`src/rtl/data_cache.sv`:
```
// Direct-mapped, write-back, write-allocate data cache with single-cycle hits
// and a request/ready main-memory port for write-back and refill.
module data_cache #(
  parameter int ADDR_WIDTH       = 17,
  parameter int LEN              = 32,
  parameter int CACHE_SIZE       = 16,
  parameter int CACHE_INDEX_SIZE = 4
) (
  input  logic                  clk,
  input  logic                  rst_n,
  input  logic [1:0]            cache_vis_signal,
  input  logic [ADDR_WIDTH-1:0] mem_vis_addr,
  input  logic [2:0]            d_cache_data_type,
  input  logic [LEN-1:0]        cache_written_data,
  input  logic [3:0]            write_length,
  output logic [LEN-1:0]        mem_data,
  output logic [1:0]            d_cache_status,
  output logic                  ram_req,
  output logic                  ram_we,
  output logic [ADDR_WIDTH-3:0] ram_addr,
  output logic [LEN-1:0]        ram_wdata,
  input  logic [LEN-1:0]        ram_rdata,
  input  logic                  ram_ready
);
  localparam logic [1:0] D_CACHE_LOAD    = 2'd1;
  localparam logic [1:0] D_CACHE_STORE   = 2'd2;
  localparam logic [1:0] D_CACHE_RESTING = 2'd0;
  localparam logic [1:0] D_CACHE_STALL   = 2'd1;
  localparam logic [2:0] ONE_BYTE        = 3'd0;
  localparam logic [2:0] TWO_BYTE        = 3'd1;
  localparam int         TAG_W           = ADDR_WIDTH - CACHE_INDEX_SIZE - 2;

  typedef enum logic [1:0] {IDLE = 2'd0, WRITEBACK = 2'd1, REFILL = 2'd2} state_t;
  state_t state, state_next;

  logic [CACHE_SIZE-1:0]       valid, dirty;
  logic [TAG_W-1:0]            tags  [CACHE_SIZE];
  logic [LEN-1:0]              lines [CACHE_SIZE];
  logic [TAG_W-1:0]            miss_tag;
  logic [CACHE_INDEX_SIZE-1:0] miss_index;

  logic [CACHE_INDEX_SIZE-1:0] req_index;
  logic [TAG_W-1:0]            req_tag;
  logic [1:0]                  req_offset;
  logic                        req_active, hit, load_hit, store_hit, miss;
  logic [4:0]                  lane_shift;
  logic [LEN-1:0]              lane_mask, line_word, load_value, store_value;
  logic                        unused_inputs;

  assign unused_inputs = ^write_length;

  assign req_offset = mem_vis_addr[1:0];
  assign req_index  = mem_vis_addr[CACHE_INDEX_SIZE+1:2];
  assign req_tag    = mem_vis_addr[ADDR_WIDTH-1:CACHE_INDEX_SIZE+2];
  assign req_active = rst_n && (state == IDLE) &&
                      (cache_vis_signal == D_CACHE_LOAD || cache_vis_signal == D_CACHE_STORE);
  assign hit        = valid[req_index] && (tags[req_index] == req_tag);
  assign load_hit   = req_active && hit && (cache_vis_signal == D_CACHE_LOAD);
  assign store_hit  = req_active && hit && (cache_vis_signal == D_CACHE_STORE);
  assign miss       = req_active && !hit;

  // Natural alignment: halfwords ignore offset[0], words ignore the whole offset.
  always_comb begin
    lane_shift = '0;
    lane_mask  = '1;
    case (d_cache_data_type)
      ONE_BYTE: begin
        lane_shift = {req_offset, 3'b000};
        lane_mask  = LEN'(8'hFF);
      end
      TWO_BYTE: begin
        lane_shift = {req_offset[1], 4'b0000};
        lane_mask  = LEN'(16'hFFFF);
      end
      default: begin
        lane_shift = '0;
        lane_mask  = '1;
      end
    endcase
  end

  assign line_word   = lines[req_index];
  assign load_value  = (line_word >> lane_shift) & lane_mask;
  assign store_value = (line_word & ~(lane_mask << lane_shift)) |
                       ((cache_written_data << lane_shift) & (lane_mask << lane_shift));

  assign mem_data       = load_hit ? load_value : '0;
  assign d_cache_status = (miss || state != IDLE) ? D_CACHE_STALL : D_CACHE_RESTING;

  always_comb begin
    state_next = state;
    ram_req    = 1'b0;
    ram_we     = 1'b0;
    ram_addr   = '0;
    ram_wdata  = '0;
    case (state)
      IDLE: begin
        if (miss)
          state_next = (valid[req_index] && dirty[req_index]) ? WRITEBACK : REFILL;
      end
      WRITEBACK: begin
        ram_req   = 1'b1;
        ram_we    = 1'b1;
        ram_addr  = {tags[miss_index], miss_index};
        ram_wdata = lines[miss_index];
        if (ram_ready) state_next = REFILL;
      end
      REFILL: begin
        ram_req  = 1'b1;
        ram_addr = {miss_tag, miss_index};
        if (ram_ready) state_next = IDLE;
      end
      default: state_next = IDLE;
    endcase
  end

  // The miss target is latched so a withdrawn request still installs its line.
  always_ff @(posedge clk or negedge rst_n) begin
    if (!rst_n) begin
      state      <= IDLE;
      valid      <= '0;
      dirty      <= '0;
      miss_tag   <= '0;
      miss_index <= '0;
    end else begin
      state <= state_next;
      if (miss) begin
        miss_tag   <= req_tag;
        miss_index <= req_index;
      end
      if (store_hit) dirty[req_index] <= 1'b1;
      if (state == WRITEBACK && ram_ready) dirty[miss_index] <= 1'b0;
      if (state == REFILL && ram_ready) begin
        valid[miss_index] <= 1'b1;
        dirty[miss_index] <= 1'b0;
      end
    end
  end

  always_ff @(posedge clk) begin
    if (store_hit) lines[req_index] <= store_value;
    if (state == REFILL && ram_ready) begin
      lines[miss_index] <= ram_rdata;
      tags[miss_index]  <= miss_tag;
    end
  end
endmodule

```
`config.mk`:
```
export PLATFORM = sky130hd
export DESIGN_NAME = data_cache
export DESIGN_NICKNAME = d
export VERILOG_FILES = /design/src/rtl/data_cache.sv
export SDC_FILE = /design/constraint.sdc
export NUM_CORES = 1
export LEC_CHECK = 0
export ABC_AREA = 0
export CAP_MARGIN = 20
export CORE_ASPECT_RATIO = 0.9
export CORE_MARGIN = 2
export CORE_UTILIZATION = 30
export DETAILED_ROUTE_END_ITERATION = 8
export HOLD_SLACK_MARGIN = 0.03
export PLACE_DENSITY = 0.5
export SLEW_MARGIN = 0
export SYNTH_ARGS = -nofsm -noshare
export SYNTH_HDL_FRONTEND = slang
export SYNTH_SLANG_ARGS = --single-unit
```
`constraint.sdc`:
```
create_clock -name clk -period 4.75 [get_ports clk]
set_input_delay 0.475 -clock clk [delete_from_list [all_inputs] [get_ports clk]]
set_output_delay 0.475 -clock clk [all_outputs]
set_load 0.02 [all_outputs]
```
## Yosys cells after proc, flatten, opt, wreduce, memory -nomap -nowiden

Memory sizes are Yosys's and may differ from the RTL's.
Cells that the tools add are included.

| word-level totals | value |
|---|---|
| memories | 2 |
| flip-flop bits (word level) | 49 |
| bits of input ports | 93 |
| output and inout bits | 83 |
| RAM bits | 688 |
| word-level logic and storage cells | 85 |

| operators by class | value |
|---|---|
| bitwise logic cells | 10 |
| equality and inequality tests | 9 |
| shift operators | 3 |
| order comparisons | 4 |
| reduce and logical (&&, ||, !) cells | 21 |
| muxes and demuxes | 31 |

Memories:

| name | depth | bits a word | read ports | clocked after memory_dff | write ports | line | RTL |
|---|---|---|---|---|---|---|---|
| lines | 16 | 32 | 2 | 0 | 1 | 38 | `logic [LEN-1:0] lines [CACHE_SIZE];` |
| tags | 16 | 11 | 2 | 0 | 1 | 37 | `logic [TAG_W-1:0] tags [CACHE_SIZE];` |

Operators by type and width:

| operator | number |
|---|---|
| $and 32x32->32 | 3 |
| $mux 32 | 3 |
| $pmux 32 s2 | 1 |
| $shl 32x5->32 | 2 |
| $mux 16 | 3 |
| $and 16x16->16 | 2 |
| $not 32->32 | 1 |
| $or 16x16->16 | 2 |
| $or 32x32->32 | 1 |
| $reduce_or 32->1 | 1 |
| $shr 32x5->32 | 1 |
| $pmux 15 s2 | 1 |
| $not 16->16 | 1 |
| $logic_and 1x1->1 | 12 |
| $mux 1 | 12 |
| $eq 11x11->1 | 1 |
| $lt 4x5->1 const B | 2 |
| $pmux 5 s2 | 1 |
| $bmux 1 s4 | 2 |
| $demux 1 s4 | 2 |
| $ge 4x1->1 const B | 2 |
| $mux 2 | 4 |
| $ne 2x2->1 const B | 3 |
| $pmux 2 s3 | 1 |
| other kinds (11) | 14 |

## Depth between registers and ports, before layout

| logic depth | value |
|---|---|
| word-level depth | 10 |
| mapped depth | 14 |
| gate-level depth less buffers | 9 |

## Worst setup path before layout

Ideal clock, no wire load.

| timing path | value |
|---|---|
| path type | input -> register |
| from | input mem_vis_addr[2] |
| to | memory lines[7][0], enable pin |
| required time | 4,317 ps |
| cell stages on the path | 10 |
| path buffers | 2 |
| path slack | -106 ps |
| library setup time | 433 ps |
| arrival time | 4,424 ps |
| cells stage by stage | buf_6 > mux4_2 > mux4_2 > xor2_1 > nand3b_1 > nor4_2 > nand3_1 > or3_1 > buf_2 > o22ai_1 |

| between the ends | value |
|---|---|
| word-level cells in the longest chain between the ends | 8 |
| elaborated cells on any way between the ends | 11 |
| those cells by class | eq/ne (1); mux (6); reduce/logical (3); memory (1) |

Ends and longest elaborated chain:

| item | line | RTL |
|---|---|---|
| start: declaration | 12 | `input logic [ADDR_WIDTH-1:0] mem_vis_addr,` |
| $mem_v2 16x11 or $bmux 1 s4 (tied branches) | n/a |  |
| $eq 11x11->1 or $mux 1 (tied branches) | 57 | `assign hit = valid[req_index] && (tags[req_index] == req_tag);` |
| $logic_and 1x1->1 | 57 |  |
| $logic_and 1x1->1 (2 in series) | 59 | `assign store_hit = req_active && hit && (cache_vis_signal == D_CACHE_STORE);` |
| $mux 1 | 141 | `if (store_hit) lines[req_index] <= store_value;` |
| $mux 1 (not written as such) | 141 |  |
| $mux 1 (no source line) | n/a |  |
| end: declaration | 38 |  |

Parallel ways exist; a longest one is shown, timed or not. The select of a mux whose other input is x is not followed.

==> summary.md <==
| Metric | Value |
|---|---|
| Final cycle utilization of the critical path | a little over nine tenths |
| Hold Path Class | in2async |
| Slew Viols, Final | 0 |
| TritonCTS clock tree | yes |
| Hpwl dp | 73100 um |
| Final setup viols | 0 |
| Final nets | 2310 |
| Status | complete, no violations |
| Synth Instances | 1953 |
| Root Buffer | clkbuf_16 |
| First-pass GRT wire length | 168000 um |
| Largest net degree at the start of global routing | slightly above 90 |
| GRT Total Usage | 19.3% |
| VDD IR-drop max | 0.000306 V |
| Via density | 5.53 |
| FF-to-FF Start | tags[10][4]$_DFFE_PP_ |
| Vias in the first global route | 22270 |
| Vias | approximately 21000 |
| Register area | ~22000 um^2 |
| CTS Buf Count | 82 |
| CP Launch Type | register |
| Initial Utilization | 30.2% |
| Power Total | 21600 uW |
| Synth Register Bits | 737 |
| Mapped Area | 35800 um^2 |
| CP required | 4280 ps |
| Initial detailed-routing violation count | approximately 2200 |
| Post-Synthesis Net Count | ~2000 |
| FFs w/ async S/R, synth | 6.65% |
| Placer congestion estimate | 0.852 |
| Synth top area share | 57.7% |
| Max-slew headroom | a little under a third |
| Placed cell areas | roughly 41000 um^2 |
| Area Overhead vs Synth | 21.3% |
| DRT Wirelength | 118000 um |
| Fill cell count | 11012 |
| Most frequent cells in the layout | edfxtp_1 (688), mux4_2 (404), clkdlybuf4s50_1 (133), buf_4 (133), nand2_1 (97) |
| PortBufs | 170 |
| Max clock buf depth | 3 |
| Remaining antenna violation count | 0 |
| Hold buffers post-CTS | 0 |
| R2r setup slk | 590 ps |
| RSZ-0062 raised after global routing | no |
| Clock latency on the worst-skew pair | 680 ps |
| Die area | 122000 um^2 |
| Placed insts | 3707 |
| Antenna violations before repair | 1 |
| Post-synthesis cell type count | 58 |
| CORE AREA | 119000 um^2 |
| Power Density | 497 nW/um^2 |
| Router iterations before antenna repair | 5 |
| Commonest non-fill, non-tap cell in the layout | edfxtp_1 |
| Syn avg cell area | approximately 18 um^2 |
| Hold Vio Cnt, Final | 0 |
| Die W | 368 um |
| R2r worst-path depth | 9 |
| Worst path arrival time | 4090 ps |
| Clock sink count | between 700 and 800 |
| Layout Cells excl Fill | 3867 |
| Critical Path Fanout Max | 8 |
| Ys Warns | 0 |
| Synth area leaders | edfxtp_1 (58%), mux4_2 (25%), dfrtp_1 (3.4%), mux2i_1 (2.0%), nand2_1 (1.0%) |
| Grt ovf | 0 |
| WL/cell | a little over 30 um |
| Period minus WS final | around 4600 ps |
| Leakage | 0.0144 uW |
| Post-synthesis sequential area ratio | 61.1% |
| Worst R2R End | lines[9][12]$_DFFE_PP_ |
| Critical path type | reg2out |
| EDFF count, synth | 688 |
| Die H | 332 um |
| Worst-margin pin slew | 1040 ps |
| H-tree Lvls | 3 |
| Setup TNS | 0 ps |
| Setup skew after layout | roughly 52 ps |
| Worst hold margin | 73.6 ps |
| # Max-Cap Violations | 0 |
| Area of the multi-input gates | 13400 um^2 |
| DRC Markers | 0 |
| F_max | 0.219 GHz |
| Synth Flop Type | edfxtp_1 |
| Post-synth top area cell | edfxtp_1 |
| CP endpoint kind | output pin |
| Num ports | about 180 |
| Share of layout cells above drive strength 1 | 34.1% |
| Row cnt | 120 |
| Clock-pin slew on the worst setup and hold paths | 60 ps |
| Cell area after layout | 43500 um^2 |
## layer usage
metal  track usage [%]  wire length, um  part of all wire (%)  vias up
li1                  -                -                     -     8723
met1              27.1            51300                    43    11617
met2              30.6            56000                    47      887
met3              3.83             8140                   6.9      162
met4              4.79             2880                   2.4        0
met5                 0                0                     0        -
## layout make-up
type / instances / share of cell area, %
well taps: 1586 / 4.57
clock buffers: 101 / 4.98
inverters: 27 / 0.233
repair buffers: 330 / 7.63
clock inverters: 51 / 1.31
diodes: 1 / 0.00576
flip-flops and latches: 737 / 50.4
multi-input cells: 1034 / 30.9
## per-stage QoR
stage / setup WS [ps] / utilization, %
final: 188 / 36.6
after global routing: 46.4 / 36.6
after CTS: 1.05 / 36.5
after detailed placement: -70.0 / 34.1
after global placement: -55.0 / 34.1
after floorplan: -106 / -
## worst max-delay path, stage by stage (launching register included)
cell,delay (ps)
edfxtp_1,380
mux4_2,510
a22o_1,260
a22oi_1,180
o211a_1,210
nand4_1,150
nor4b_4,300
nand4_2,220
buf_12,210
o21bai_2,310
a21oi_2,280
dlygate4sd2_1,370
## synth_stat cells, drive strengths merged, types with 31 or more instances
| library cell | instances |
|---|---|
| edfxtp | 688 |
| and2 | 41 |
| mux2i | 70 |
| o22ai | 48 |
| a21oi | 45 |
| buf | 66 |
| mux4 | 404 |
| mux2 | 31 |
| nand2 | 97 |
| o21ai | 61 |
| clkbuf | 89 |
| nor2 | 66 |
| dfrtp | 49 |
## kinds of logic (layout without fill, tap and decap cells)
family | after synthesis | count (layout) | synth area share (%)
flops | 737 | 737 | 61.1
mux | 505 | 505 | 28.3
simple gates | 296 | 296 | 4.14
compound gates | 217 | 217 | 3.80
buf+inv | 182 | 509 | 2.20
xor+xnor | 10 | 10 | 0.245
fa+ha+maj | 5 | 5 | 0.175
other cells | 1 | 2 | 0.0105
## where the power goes
part	total (uW)	internal (uW)	switching, uW
clock	6500	3800	2700
combinational	6260	3000	3260
sequential	8840	8160	681
total	21600	15000	6640
## worst max-delay path by stage
stage	startpoint	endpoint	slack, ps	cells past startpoint
2_1_floorplan	mem_vis_addr[2]	lines[7][0]$_DFFE_PP_	-110	10
3_3_place_gp	mem_vis_addr[2]	mem_data[13]	-60	14
3_5_place_dp	mem_vis_addr[2]	mem_data[13]	-70	14
4_1_cts	tags[3][4]$_DFFE_PP_	mem_data[1]	1	9
5_1_grt	miss_index[0]$_DFFE_PN0P_	ram_wdata[14]	50	5
6_report	tags[8][5]$_DFFE_PP_	mem_data[13]	190	11
## repair_timing
action	CTS	global route
resized for setup	21	22
buffers inserted	1	0
setup endpoints to repair	13	21
cloned	1	0
## state kept, by name (all words and copies together) (netlist names)
register	flops
lines	512
tags	176
state	2
miss_tag	11
dirty	16
miss_index	4
valid	16
(Power assumes the default switching activity.)
